==> src/rtl/mc_ctrl_pkg.sv <==
// mc_ctrl_pkg: shared encodings for the multi-cycle MIPS control unit.
//   opcode/funct constants, alu_op codes, operand/next-PC/dest/write-data
//   select codes, the controller state enum and the decoded instruction class.
package mc_ctrl_pkg;

  localparam logic [5:0] OP_RTYPE = 6'h00;
  localparam logic [5:0] OP_JAL   = 6'h03;
  localparam logic [5:0] OP_BEQ   = 6'h04;
  localparam logic [5:0] OP_BLEZ  = 6'h06;
  localparam logic [5:0] OP_BGTZ  = 6'h07;
  localparam logic [5:0] OP_ORI   = 6'h0d;
  localparam logic [5:0] OP_LUI   = 6'h0f;
  localparam logic [5:0] OP_LW    = 6'h23;
  localparam logic [5:0] OP_SW    = 6'h2b;

  localparam logic [5:0] FN_SLL  = 6'h00;
  localparam logic [5:0] FN_JR   = 6'h08;
  localparam logic [5:0] FN_ADDU = 6'h21;
  localparam logic [5:0] FN_SUBU = 6'h23;

  localparam logic [3:0] ALU_ADD = 4'd0;
  localparam logic [3:0] ALU_SUB = 4'd1;
  localparam logic [3:0] ALU_OR  = 4'd2;
  localparam logic [3:0] ALU_CMP = 4'd3;
  localparam logic [3:0] ALU_SLL = 4'd4;
  localparam logic [3:0] ALU_SRA = 4'd5;

  localparam logic [1:0] A_RS   = 2'd0;
  localparam logic [1:0] A_RT   = 2'd1;
  localparam logic [1:0] A_ZEXT = 2'd2;

  localparam logic [2:0] B_RT    = 3'd0;
  localparam logic [2:0] B_ZEXT  = 3'd1;
  localparam logic [2:0] B_SEXT  = 3'd2;
  localparam logic [2:0] B_SHAMT = 3'd3;
  localparam logic [2:0] B_C16   = 3'd4;
  localparam logic [2:0] B_ZERO  = 3'd5;

  localparam logic [1:0] NPC_PC4 = 2'd0;
  localparam logic [1:0] NPC_BR  = 2'd1;
  localparam logic [1:0] NPC_J   = 2'd2;
  localparam logic [1:0] NPC_RS  = 2'd3;

  localparam logic [1:0] DST_RT = 2'd0;
  localparam logic [1:0] DST_RD = 2'd1;
  localparam logic [1:0] DST_RA = 2'd2;

  localparam logic [1:0] WD_ALU = 2'd0;
  localparam logic [1:0] WD_MEM = 2'd1;
  localparam logic [1:0] WD_PC  = 2'd2;

  typedef enum logic [2:0] {
    S_INIT, S_FETCH, S_DECODE, S_EXEC, S_MEM, S_WB
  } state_t;

  typedef enum logic [3:0] {
    I_NOP, I_ADDU, I_SUBU, I_SLL, I_JR, I_ORI, I_LUI, I_LW, I_SW,
    I_BEQ, I_JAL, I_BGTZ, I_BLEZ, I_ILL
  } iclass_t;

endpackage

==> src/rtl/mc_ctrl_if.sv <==
// mc_ctrl_if: control-unit <-> datapath bundle.
//   master: the controller (drives ALU controls, strobes, selects, state).
//   slave : the datapath / memory side (drives instr, alu_out, mem_ready).
interface mc_ctrl_if;
  logic [31:0] instr;
  logic [31:0] alu_out;
  logic        mem_ready;
  logic [3:0]  alu_op;
  logic [1:0]  alu_a_sel;
  logic [2:0]  alu_b_sel;
  logic        ir_we, pc_we, reg_we, mem_req, mem_we;
  logic [1:0]  npc_sel, reg_dst, wd_sel;
  logic        illegal;
  logic [2:0]  state;

  modport master (
    input  instr, alu_out, mem_ready,
    output alu_op, alu_a_sel, alu_b_sel, ir_we, pc_we, reg_we, mem_req,
           mem_we, npc_sel, reg_dst, wd_sel, illegal, state
  );
  modport slave (
    output instr, alu_out, mem_ready,
    input  alu_op, alu_a_sel, alu_b_sel, ir_we, pc_we, reg_we, mem_req,
           mem_we, npc_sel, reg_dst, wd_sel, illegal, state
  );
endinterface

==> src/rtl/mc_decode.sv <==
// mc_decode: combinational instruction classifier.
//   instr   in  32  IR contents
//   cls     out     instruction class
//   illegal out 1   class is unsupported
// Macro MC_CTRL_CMPBR_EN adds bgtz/blez (rt must be 0); otherwise they are illegal.
module mc_decode import mc_ctrl_pkg::*; (
  input  logic [31:0] instr,
  output iclass_t     cls,
  output logic        illegal
);
  logic [5:0] op, fn;
  assign op = instr[31:26];
  assign fn = instr[5:0];
`ifdef MC_CTRL_CMPBR_EN
  logic [4:0] rt;
  assign rt = instr[20:16];
`endif

  always_comb begin
    cls = I_ILL;
    case (op)
      OP_RTYPE: begin
        case (fn)
          // sll with every field zero is the canonical NOP
          FN_SLL:  cls = (instr == 32'd0) ? I_NOP : I_SLL;
          FN_JR:   cls = I_JR;
          FN_ADDU: cls = I_ADDU;
          FN_SUBU: cls = I_SUBU;
          default: cls = I_ILL;
        endcase
      end
      OP_ORI: cls = I_ORI;
      OP_LUI: cls = I_LUI;
      OP_LW:  cls = I_LW;
      OP_SW:  cls = I_SW;
      OP_BEQ: cls = I_BEQ;
      OP_JAL: cls = I_JAL;
`ifdef MC_CTRL_CMPBR_EN
      OP_BGTZ: cls = (rt == 5'd0) ? I_BGTZ : I_ILL;
      OP_BLEZ: cls = (rt == 5'd0) ? I_BLEZ : I_ILL;
`endif
      default: cls = I_ILL;
    endcase
  end

  assign illegal = (cls == I_ILL);
endmodule

==> src/rtl/mc_ctrl.sv <==
// mc_ctrl: multi-cycle MIPS control FSM (INIT/FETCH/DECODE/EXEC/MEM/WB).
//   clk   in  system clock, rising edge
//   reset in  asynchronous active-high reset
//   bus   mc_ctrl_if.master: instr/alu_out/mem_ready in; ALU controls,
//         strobes, selects, illegal pulse and debug state out.
// Outputs are a pure function of state, instr and alu_out.
// Macro MC_CTRL_CMPBR_EN enables the bgtz/blez compare branches.
module mc_ctrl import mc_ctrl_pkg::*; (
  input  logic      clk,
  input  logic      reset,
  mc_ctrl_if.master bus
);
  state_t  st, st_nxt;
  iclass_t cls;
  logic    ill;
  logic [3:0] op_c;
  logic [1:0] a_c;
  logic [2:0] b_c;

  mc_decode u_dec (.instr(bus.instr), .cls(cls), .illegal(ill));

  always_ff @(posedge clk or posedge reset)
    if (reset) st <= S_INIT;
    else       st <= st_nxt;

  assign bus.state = st;

  // ALU controls per class; held through MEM and WB so the address/result stay stable
  always_comb begin
    op_c = ALU_ADD;
    a_c  = A_RS;
    b_c  = B_RT;
    case (cls)
      I_SUBU, I_BEQ: op_c = ALU_SUB;
      I_SLL:  begin op_c = ALU_SLL; a_c = A_RT;   b_c = B_SHAMT; end
      I_ORI:  begin op_c = ALU_OR;                b_c = B_ZEXT;  end
      I_LUI:  begin op_c = ALU_SLL; a_c = A_ZEXT; b_c = B_C16;   end
      I_LW, I_SW:     b_c = B_SEXT;
      I_BGTZ, I_BLEZ: begin op_c = ALU_CMP; b_c = B_ZERO; end
      default: ;
    endcase
  end

  always_comb begin
    st_nxt        = st;
    bus.alu_op    = '0;
    bus.alu_a_sel = '0;
    bus.alu_b_sel = '0;
    bus.ir_we     = 1'b0;
    bus.pc_we     = 1'b0;
    bus.reg_we    = 1'b0;
    bus.mem_req   = 1'b0;
    bus.mem_we    = 1'b0;
    bus.npc_sel   = NPC_PC4;
    bus.reg_dst   = DST_RT;
    bus.wd_sel    = WD_ALU;
    bus.illegal   = 1'b0;
    if (st == S_EXEC || st == S_MEM || st == S_WB) begin
      bus.alu_op    = op_c;
      bus.alu_a_sel = a_c;
      bus.alu_b_sel = b_c;
    end
    case (st)
      S_INIT:  st_nxt = S_FETCH;
      S_FETCH: begin
        bus.ir_we = 1'b1;
        bus.pc_we = 1'b1;
        st_nxt    = S_DECODE;
      end
      S_DECODE: begin
        bus.illegal = ill;
        st_nxt      = ill ? S_FETCH : S_EXEC;
      end
      S_EXEC: begin
        st_nxt = S_FETCH;
        case (cls)
          I_ADDU, I_SUBU, I_SLL, I_ORI, I_LUI: st_nxt = S_WB;
          I_LW, I_SW: st_nxt = S_MEM;
          I_JR: begin bus.pc_we = 1'b1; bus.npc_sel = NPC_RS; end
          I_BEQ: begin
            bus.pc_we   = (bus.alu_out == 32'd0);
            bus.npc_sel = NPC_BR;
          end
          I_JAL: begin
            bus.pc_we   = 1'b1;
            bus.npc_sel = NPC_J;
            bus.reg_we  = 1'b1;
            bus.reg_dst = DST_RA;
            bus.wd_sel  = WD_PC;
          end
`ifdef MC_CTRL_CMPBR_EN
          // compare returns 1 when rs > 0
          I_BGTZ: begin
            bus.pc_we   = (bus.alu_out == 32'd1);
            bus.npc_sel = NPC_BR;
          end
          I_BLEZ: begin
            bus.pc_we   = (bus.alu_out != 32'd1);
            bus.npc_sel = NPC_BR;
          end
`endif
          default: ;
        endcase
      end
      S_MEM: begin
        bus.mem_req = 1'b1;
        bus.mem_we  = (cls == I_SW);
        if (bus.mem_ready) st_nxt = (cls == I_SW) ? S_FETCH : S_WB;
      end
      S_WB: begin
        bus.reg_we  = 1'b1;
        bus.reg_dst = (cls == I_ADDU || cls == I_SUBU || cls == I_SLL) ? DST_RD : DST_RT;
        bus.wd_sel  = (cls == I_LW) ? WD_MEM : WD_ALU;
        st_nxt      = S_FETCH;
      end
      default: st_nxt = S_INIT;
    endcase
  end
endmodule

==> src/flat_wrapper.sv <==
// flat-port wrapper written by rule: the top's interface ports become plain ports
module mc_ctrl_flat import mc_ctrl_pkg::*;
  (clk, reset, bus_instr, bus_alu_out, bus_mem_ready, bus_alu_op, bus_alu_a_sel, bus_alu_b_sel, bus_ir_we, bus_pc_we, bus_reg_we, bus_mem_req, bus_mem_we, bus_npc_sel, bus_reg_dst, bus_wd_sel, bus_illegal, bus_state);
  mc_ctrl_if bus_i ();
  input  logic clk;
  input  logic reset;
  input wire logic [$bits(bus_i.instr)-1:0] bus_instr;
  input wire logic [$bits(bus_i.alu_out)-1:0] bus_alu_out;
  input wire logic [$bits(bus_i.mem_ready)-1:0] bus_mem_ready;
  output wire logic [$bits(bus_i.alu_op)-1:0] bus_alu_op;
  output wire logic [$bits(bus_i.alu_a_sel)-1:0] bus_alu_a_sel;
  output wire logic [$bits(bus_i.alu_b_sel)-1:0] bus_alu_b_sel;
  output wire logic [$bits(bus_i.ir_we)-1:0] bus_ir_we;
  output wire logic [$bits(bus_i.pc_we)-1:0] bus_pc_we;
  output wire logic [$bits(bus_i.reg_we)-1:0] bus_reg_we;
  output wire logic [$bits(bus_i.mem_req)-1:0] bus_mem_req;
  output wire logic [$bits(bus_i.mem_we)-1:0] bus_mem_we;
  output wire logic [$bits(bus_i.npc_sel)-1:0] bus_npc_sel;
  output wire logic [$bits(bus_i.reg_dst)-1:0] bus_reg_dst;
  output wire logic [$bits(bus_i.wd_sel)-1:0] bus_wd_sel;
  output wire logic [$bits(bus_i.illegal)-1:0] bus_illegal;
  output wire logic [$bits(bus_i.state)-1:0] bus_state;
  assign bus_i.instr = bus_instr;
  assign bus_i.alu_out = bus_alu_out;
  assign bus_i.mem_ready = bus_mem_ready;
  assign bus_alu_op = bus_i.alu_op;
  assign bus_alu_a_sel = bus_i.alu_a_sel;
  assign bus_alu_b_sel = bus_i.alu_b_sel;
  assign bus_ir_we = bus_i.ir_we;
  assign bus_pc_we = bus_i.pc_we;
  assign bus_reg_we = bus_i.reg_we;
  assign bus_mem_req = bus_i.mem_req;
  assign bus_mem_we = bus_i.mem_we;
  assign bus_npc_sel = bus_i.npc_sel;
  assign bus_reg_dst = bus_i.reg_dst;
  assign bus_wd_sel = bus_i.wd_sel;
  assign bus_illegal = bus_i.illegal;
  assign bus_state = bus_i.state;
  mc_ctrl u_core (.clk(clk), .reset(reset), .bus(bus_i));
endmodule
==> config.mk <==
export PLATFORM = sky130hd
export DESIGN_NAME = mc_ctrl_flat
export DESIGN_NICKNAME = d
export VERILOG_FILES = /design/src/rtl/mc_ctrl_pkg.sv /design/src/rtl/mc_ctrl_if.sv /design/src/rtl/mc_decode.sv /design/src/rtl/mc_ctrl.sv /design/src/flat_wrapper.sv
export SDC_FILE = /design/constraint.sdc
export NUM_CORES = 1
export LEC_CHECK = 0
export CAP_MARGIN = 20
export CORE_AREA = 4 4 68 52
export CTS_BUF_LIST = sky130_fd_sc_hd__clkbuf_16
export CTS_CLUSTER_DIAMETER = 120
export CTS_CLUSTER_SIZE = 40
export DETAILED_ROUTE_END_ITERATION = 6
export DIE_AREA = 0 0 72 56
export PLACE_DENSITY_LB_ADDON = 0.15
export RECOVER_POWER = 50
export SKIP_LAST_GASP = 1
export SLEW_MARGIN = 20
export SYNTH_ARGS = -nofsm -noshare
export SYNTH_HDL_FRONTEND = slang
export SYNTH_SLANG_ARGS = --single-unit
==> constraint.sdc <==
create_clock -name clk -period 2.3 [get_ports clk]
set_input_delay 0.46 -clock clk [delete_from_list [all_inputs] [get_ports clk]]
set_output_delay 0.46 -clock clk [all_outputs]
set_load 0.01 [all_outputs]
Word-level counts from Yosys, hierarchy flattened
Index checks and enable logic that the tools add are counted.
{"block": "totals", "regBits": 3, "latch_bits": 0, "mem_bits_rw": 0, "mem_bits_ro": 0, "out_inout_bits": 24, "elab_cells": 74, "n_memories": 0}
{"block": "classes", "n_addsub": 0, "mul": 0, "div_mod_pow": 0, "magnitude_cmp": 0, "n_eq_ne": 28, "shift": 0, "mux": 29, "bitwise_logic": 0, "n_reduce_logical": 16}
{"cell": "zero test 32 bit", "n": 2}
{"cell": "one-hot mux 3 bit (5 select lines)", "n": 2}
{"cell": "one-hot mux 4 bit (7 select lines)", "n": 1}
{"cell": "equality test 4 bit, second input constant", "n": 6}
{"cell": "equality test 6 bit, second input constant", "n": 4}
{"cell": "equality test 6 x 4 -> 1 bit, second input constant", "n": 3}
{"cell": "equality test 4 x 3 -> 1 bit, second input constant", "n": 4}
{"cell": "one-hot mux 4 bit (4 select lines)", "n": 1}
{"cell": "zero test 6 bit", "n": 2}
{"cell": "one-hot mux 2 bit (2 select lines)", "n": 3}
{"cell": "one-hot mux 3 bit (4 select lines)", "n": 1}
{"cell": "OR reduction 2 bit", "n": 6}
{"cell": "2-to-1 mux 2 bit", "n": 5}
{"cell": "2-to-1 mux 3 bit", "n": 3}
{"cell": "equality test 4 x 2 -> 1 bit, second input constant", "n": 2}
{"cell": "2-to-1 mux 1 bit", "n": 7}
{"cell": "equality test 3 x 2 -> 1 bit, second input constant", "n": 2}
{"cell": "equality test 3 bit, second input constant", "n": 2}
{"cell": "equality test 6 x 2 -> 1 bit, second input constant", "n": 1}
{"cell": "equality test 6 x 3 -> 1 bit, second input constant", "n": 1}
{"cell": "one-hot mux 1 bit (2 select lines)", "n": 3}
{"cell": "one-hot mux 2 bit (3 select lines)", "n": 1}
{"cell": "one-hot mux 3 bit (2 select lines)", "n": 1}
{"cell": "OR reduction 5 bit", "n": 1}
{"cell": "6 further kinds", "n": 9}

Depth between registers and ports, before layout
{"block": "depth", "ltp_word": 9, "ltp_mapped": 6, "depth_no_buf": 5}

Cells and area by module
A second synthesis with hierarchy kept.
{"block": "unflattened", "hier_cells": 125, "hier_area_um2": 840.8}
{"module": "mc_ctrl", "instances": 1, "cells_each": 85, "area_per_inst_um2": 575.6, "seq_area_each_um2": 75.1}
{"module": "mc_decode", "instances": 1, "cells_each": 40, "area_per_inst_um2": 265.3, "seq_area_each_um2": 0.0}

Least setup slack after synthesis
OpenSTA, ideal clock, no wires.
{"block": "synth_timing", "kind": "input port to output port", "from": "input port bus_instr[0]", "to": "output port bus_alu_b_sel[0]", "arrival_time_ps": 1544, "t_required_ps": 1840, "slack_ps": 296, "path_stages": 5, "cell_sequence": "or3_4 > nor4_2 > o21ai_1 > or2_4 > a21oi_1"}
{"block": "synth_between", "elab_chain_cells": 8}
{"item": "from (decl)", "line_no": "flat_wrapper.sv:7", "rtl": "input wire logic [$bits(bus_i.instr)-1:0] bus_instr;"}
{"item": "zero test 32 bit", "line_no": "mc_decode.sv:25", "rtl": "FN_SLL: cls = (instr == 32'd0) ? I_NOP : I_SLL;"}
{"item": "2-to-1 mux 2 bit", "line_no": "mc_decode.sv:25"}
{"item": "one-hot mux 4 bit (4 select lines) *", "line_no": "mc_decode.sv:23", "rtl": "case (fn)"}
{"item": "one-hot mux 4 bit (7 select lines) *", "line_no": "mc_decode.sv:21", "rtl": "case (op)"}
{"item": "equality test 4 bit / equality test 4 x 3 -> 1 bit (equally long branches)", "line_no": "mc_ctrl.sv:33", "rtl": "case (cls)"}
{"item": "OR reduction 2 bit", "line_no": "mc_ctrl.sv:33"}
{"item": "one-hot mux 3 bit (5 select lines) *", "line_no": "mc_ctrl.sv:33"}
{"item": "2-to-1 mux 3 bit *", "line_no": "mc_ctrl.sv:58", "rtl": "if (st == S_EXEC || st == S_MEM || st == S_WB) begin"}
{"item": "to (decl)", "line_no": "flat_wrapper.sv:12", "rtl": "output wire logic [$bits(bus_i.alu_b_sel)-1:0] bus_alu_b_sel;"}
Every way passes the cells marked *; elsewhere a longest branch is shown, timed or not.

Final worst setup path
{"block": "layout_timing", "from": "input port bus_instr[5]", "to": "output port bus_illegal"}
{"block": "layout_between", "elab_chain_cells": 6}
{"item": "zero test 32 bit", "line_no": "mc_decode.sv:25"}
{"item": "2-to-1 mux 2 bit", "line_no": "mc_decode.sv:25"}
{"item": "one-hot mux 4 bit (4 select lines) *", "line_no": "mc_decode.sv:23"}
{"item": "one-hot mux 4 bit (7 select lines) *", "line_no": "mc_decode.sv:21"}
{"item": "equality test 4 bit *", "line_no": "mc_decode.sv:46", "rtl": "assign illegal = (cls == I_ILL);"}
{"item": "2-to-1 mux 1 bit *", "line_no": "mc_ctrl.sv:63", "rtl": "case (st)"}
{"item": "to (decl)", "line_no": "flat_wrapper.sv:21", "rtl": "output wire logic [$bits(bus_i.illegal)-1:0] bus_illegal;"}
Marks and branches as above.

==> out/metrics.cfg <==
[run_status]
status = completed

[clocking]
clockRootBuffer = clkbuf_16
cts_made_buffers = 3
cts_tree = yes
clk_path_buf_depth = 2
clk_pin_slew_ps = 30
ctsHoldBuffers = 0
clk_latency_ps = 220
htreeDepth = 1
cts_sinks = 3

[grt]
grt_pass1_wl_um = 6000
grt_max_degree = 8
grt_pass1_vias = 1383
track_usage = 0.181
grt-ovfl-total = 0
antenna_found_initial = 0

[synth]
yosys-top-cells-area = nor4_1 13%, dfrtp_1 11%, nor3_1 5.8%
synth_cell_type_count = 38
synth_edf_count = 0
post-synth-top-area-fraction = 0.126
ys_warn_count = 0
ys_seq_area_frac = 0.108
ys_async_sr_fraction = 1.00
synthesis.area_um2 = 694
yosysTopAreaCell = nor4_1
synth.avg_cell_area_um2 = 6.68
ys_ff_latch = 3
synthFlopType = dfrtp_1
syn_nets = 171
synthCells = 104

[detailed_routing]
drt_first_pass_iters = 4
num_vias = 1292
met2_length_um = 1960
wirelength_um = 3920
drtIter0Drc = 61
ant_nets = 0
viasPerCell = 5.03
wl_met3_um = 337
post_drt_wl_per_cell_um = 15.2
wl_met1_um = 1600
top_layer_used = met4
drcViolationCount = 0

[finish]
final_cell_mix = 37 x dlymetal6s2s_1, 26 x buf_4, 19 x clkdlybuf4s50_1
fin_cells = 257
drive_gt1_frac = 0.365
largest_reg_flops = 3
nNetsFinal = 287
antenna_cells = 0
syn_to_final_growth_pct = 192
utilization = 0.690
layout.cells.most_common = dlymetal6s2s_1

[die]
die_w_um = 72
die_area_um2 = 4030
rows = 17
die_y_um = 56
initial_core_util = 0.237
core_area_um2 = 2940
design.portCount = 91

[critical_path]
criticalPathCategory = primary input to primary output
cp_max_fo = 2
crit_path_start_kind = primary input
r2r-end = u_core.bus.state[2]
rr_startpoint = u_core.bus.state[2]
setup.worst_path.end_class = primary output
required_ps = 1840
r2r_cells = 4
critical_path_arrival_ps = 1800
reg2reg_slack_ps = 980

[placement]
gp_congestion = 0.796
portBuffers = 89
dp_hpwl_um = 3090
dp_cells = 250

[sta]
post-route-period-util = 0.982
final_hold_viol_count = 0
holdWs_ps = 570
finalSetupTns_ps = 0
setup_viol = 0
clock.fmax_mhz = 443
drv_slew = 0
fin_skew_ps = 1.69
period_minus_slack_ps = 2260
rsz0062_at_grt = true

[power]
p_leak_nw = 1.12
power.switching_w = 0.000139
power.density_nw_per_um2 = 274
power_frac_comb = 0.410
swShare = 0.250
p_total_w = 0.000555
power_frac_clock = 0.480
power_frac_seq = 0.110
p_int_w = 0.000416
ir_drop_uv = 299

[flow_run]
drv_cap = 0

[min_path]
hold_class = primary input to async pin

## kinds of logic (layout without fill, tap and decap cells)
kind of cell	Yosys count	after routing	synth area share
other	1	1	0.00540
flip-flops	3	3	0.108
AO/OA/AOI/OAI	19	19	0.177
buffers and inverters	7	122	0.0631
AND/OR/NAND/NOR	74	74	0.647
## synthesized netlist by cell type, drive strengths merged, types with 2 or more instances
master  count
or2         2
nand2       9
o21bai      2
a31oi       3
nand3b      2
nand2b      2
nor4       17
inv         2
buf         5
nor2b       3
and2        2
dfrtp       3
nand3       5
or3         2
and3b       3
nor3        9
nand4       3
nor2       10
a21oi       8
## through the flow
step	cell area [um2]	setup slack (ps)
3_5_place_dp	1780	-739
4_1_cts	1900	0.293
2_1_floorplan	694	296
5_1_grt	2030	-63.6
3_3_place_gp	1780	-667
6_report	2030	41.4
## area by class of cell
type / count / area, um2
fillers: 229 / 910
inverters: 2 / 7.51
clock buffers: 3 / 75.1
flip-flops and latches: 3 / 75.1
well taps: 38 / 47.5
clock inverters: 1 / 3.75
repair buffers: 116 / 1090
multi-input cells: 94 / 723
## worst max-delay path, stage by stage
cell and delay, ps:
buf_6 90, or3_4 390, nand2_1 110, a21oi_1 70
or3_1 400, nor2b_1 140, buf_2 130
## layer usage
| metal | GRT usage | vias up |
|---|---|---|
| met5 | 0 | - |
| met4 | 0.0456 | 0 |
| met3 | 0.0487 | 2 |
| met2 | 0.323 | 69 |
| met1 | 0.212 | 586 |
| li1 | - | 635 |
## worst max-delay path by stage
stage | startpoint | to | slack [ps] | depth (start not counted)
global placement | bus_instr[0] | bus_alu_b_sel[0] | -670 | 7
CTS | bus_instr[29] | bus_illegal | 0.3 | 7
floorplan | bus_instr[0] | bus_alu_b_sel[0] | 300 | 5
global route | bus_alu_out[6] | bus_pc_we | -60 | 7
detailed placement | bus_instr[0] | bus_alu_op[2] | -740 | 7
finish | bus_instr[5] | bus_illegal | 40 | 7
## power groups by stage
| stage | logic, W | clock network (W) | registers [W] |
|---|---|---|---|
| 2_1_floorplan | 0.0000544 | 0 | 0.0000609 |
| 5_1_grt | 0.000245 | 0.000282 | 0.0000614 |
| 3_3_place_gp | 0.000220 | 0 | 0.0000607 |
| 6_report | 0.000228 | 0.000267 | 0.0000608 |
| 4_1_cts | 0.000230 | 0.000272 | 0.0000606 |
| 3_5_place_dp | 0.000225 | 0 | 0.0000610 |
## what timing repair did
action,in CTS,in global routing
pin swaps,12,28
buffers inserted,3,0
gates resized for setup,86,63
endpoints found under the setup margin,18,16
endpoints found under the hold margin,0,0
(Power assumes the default switching activity.)
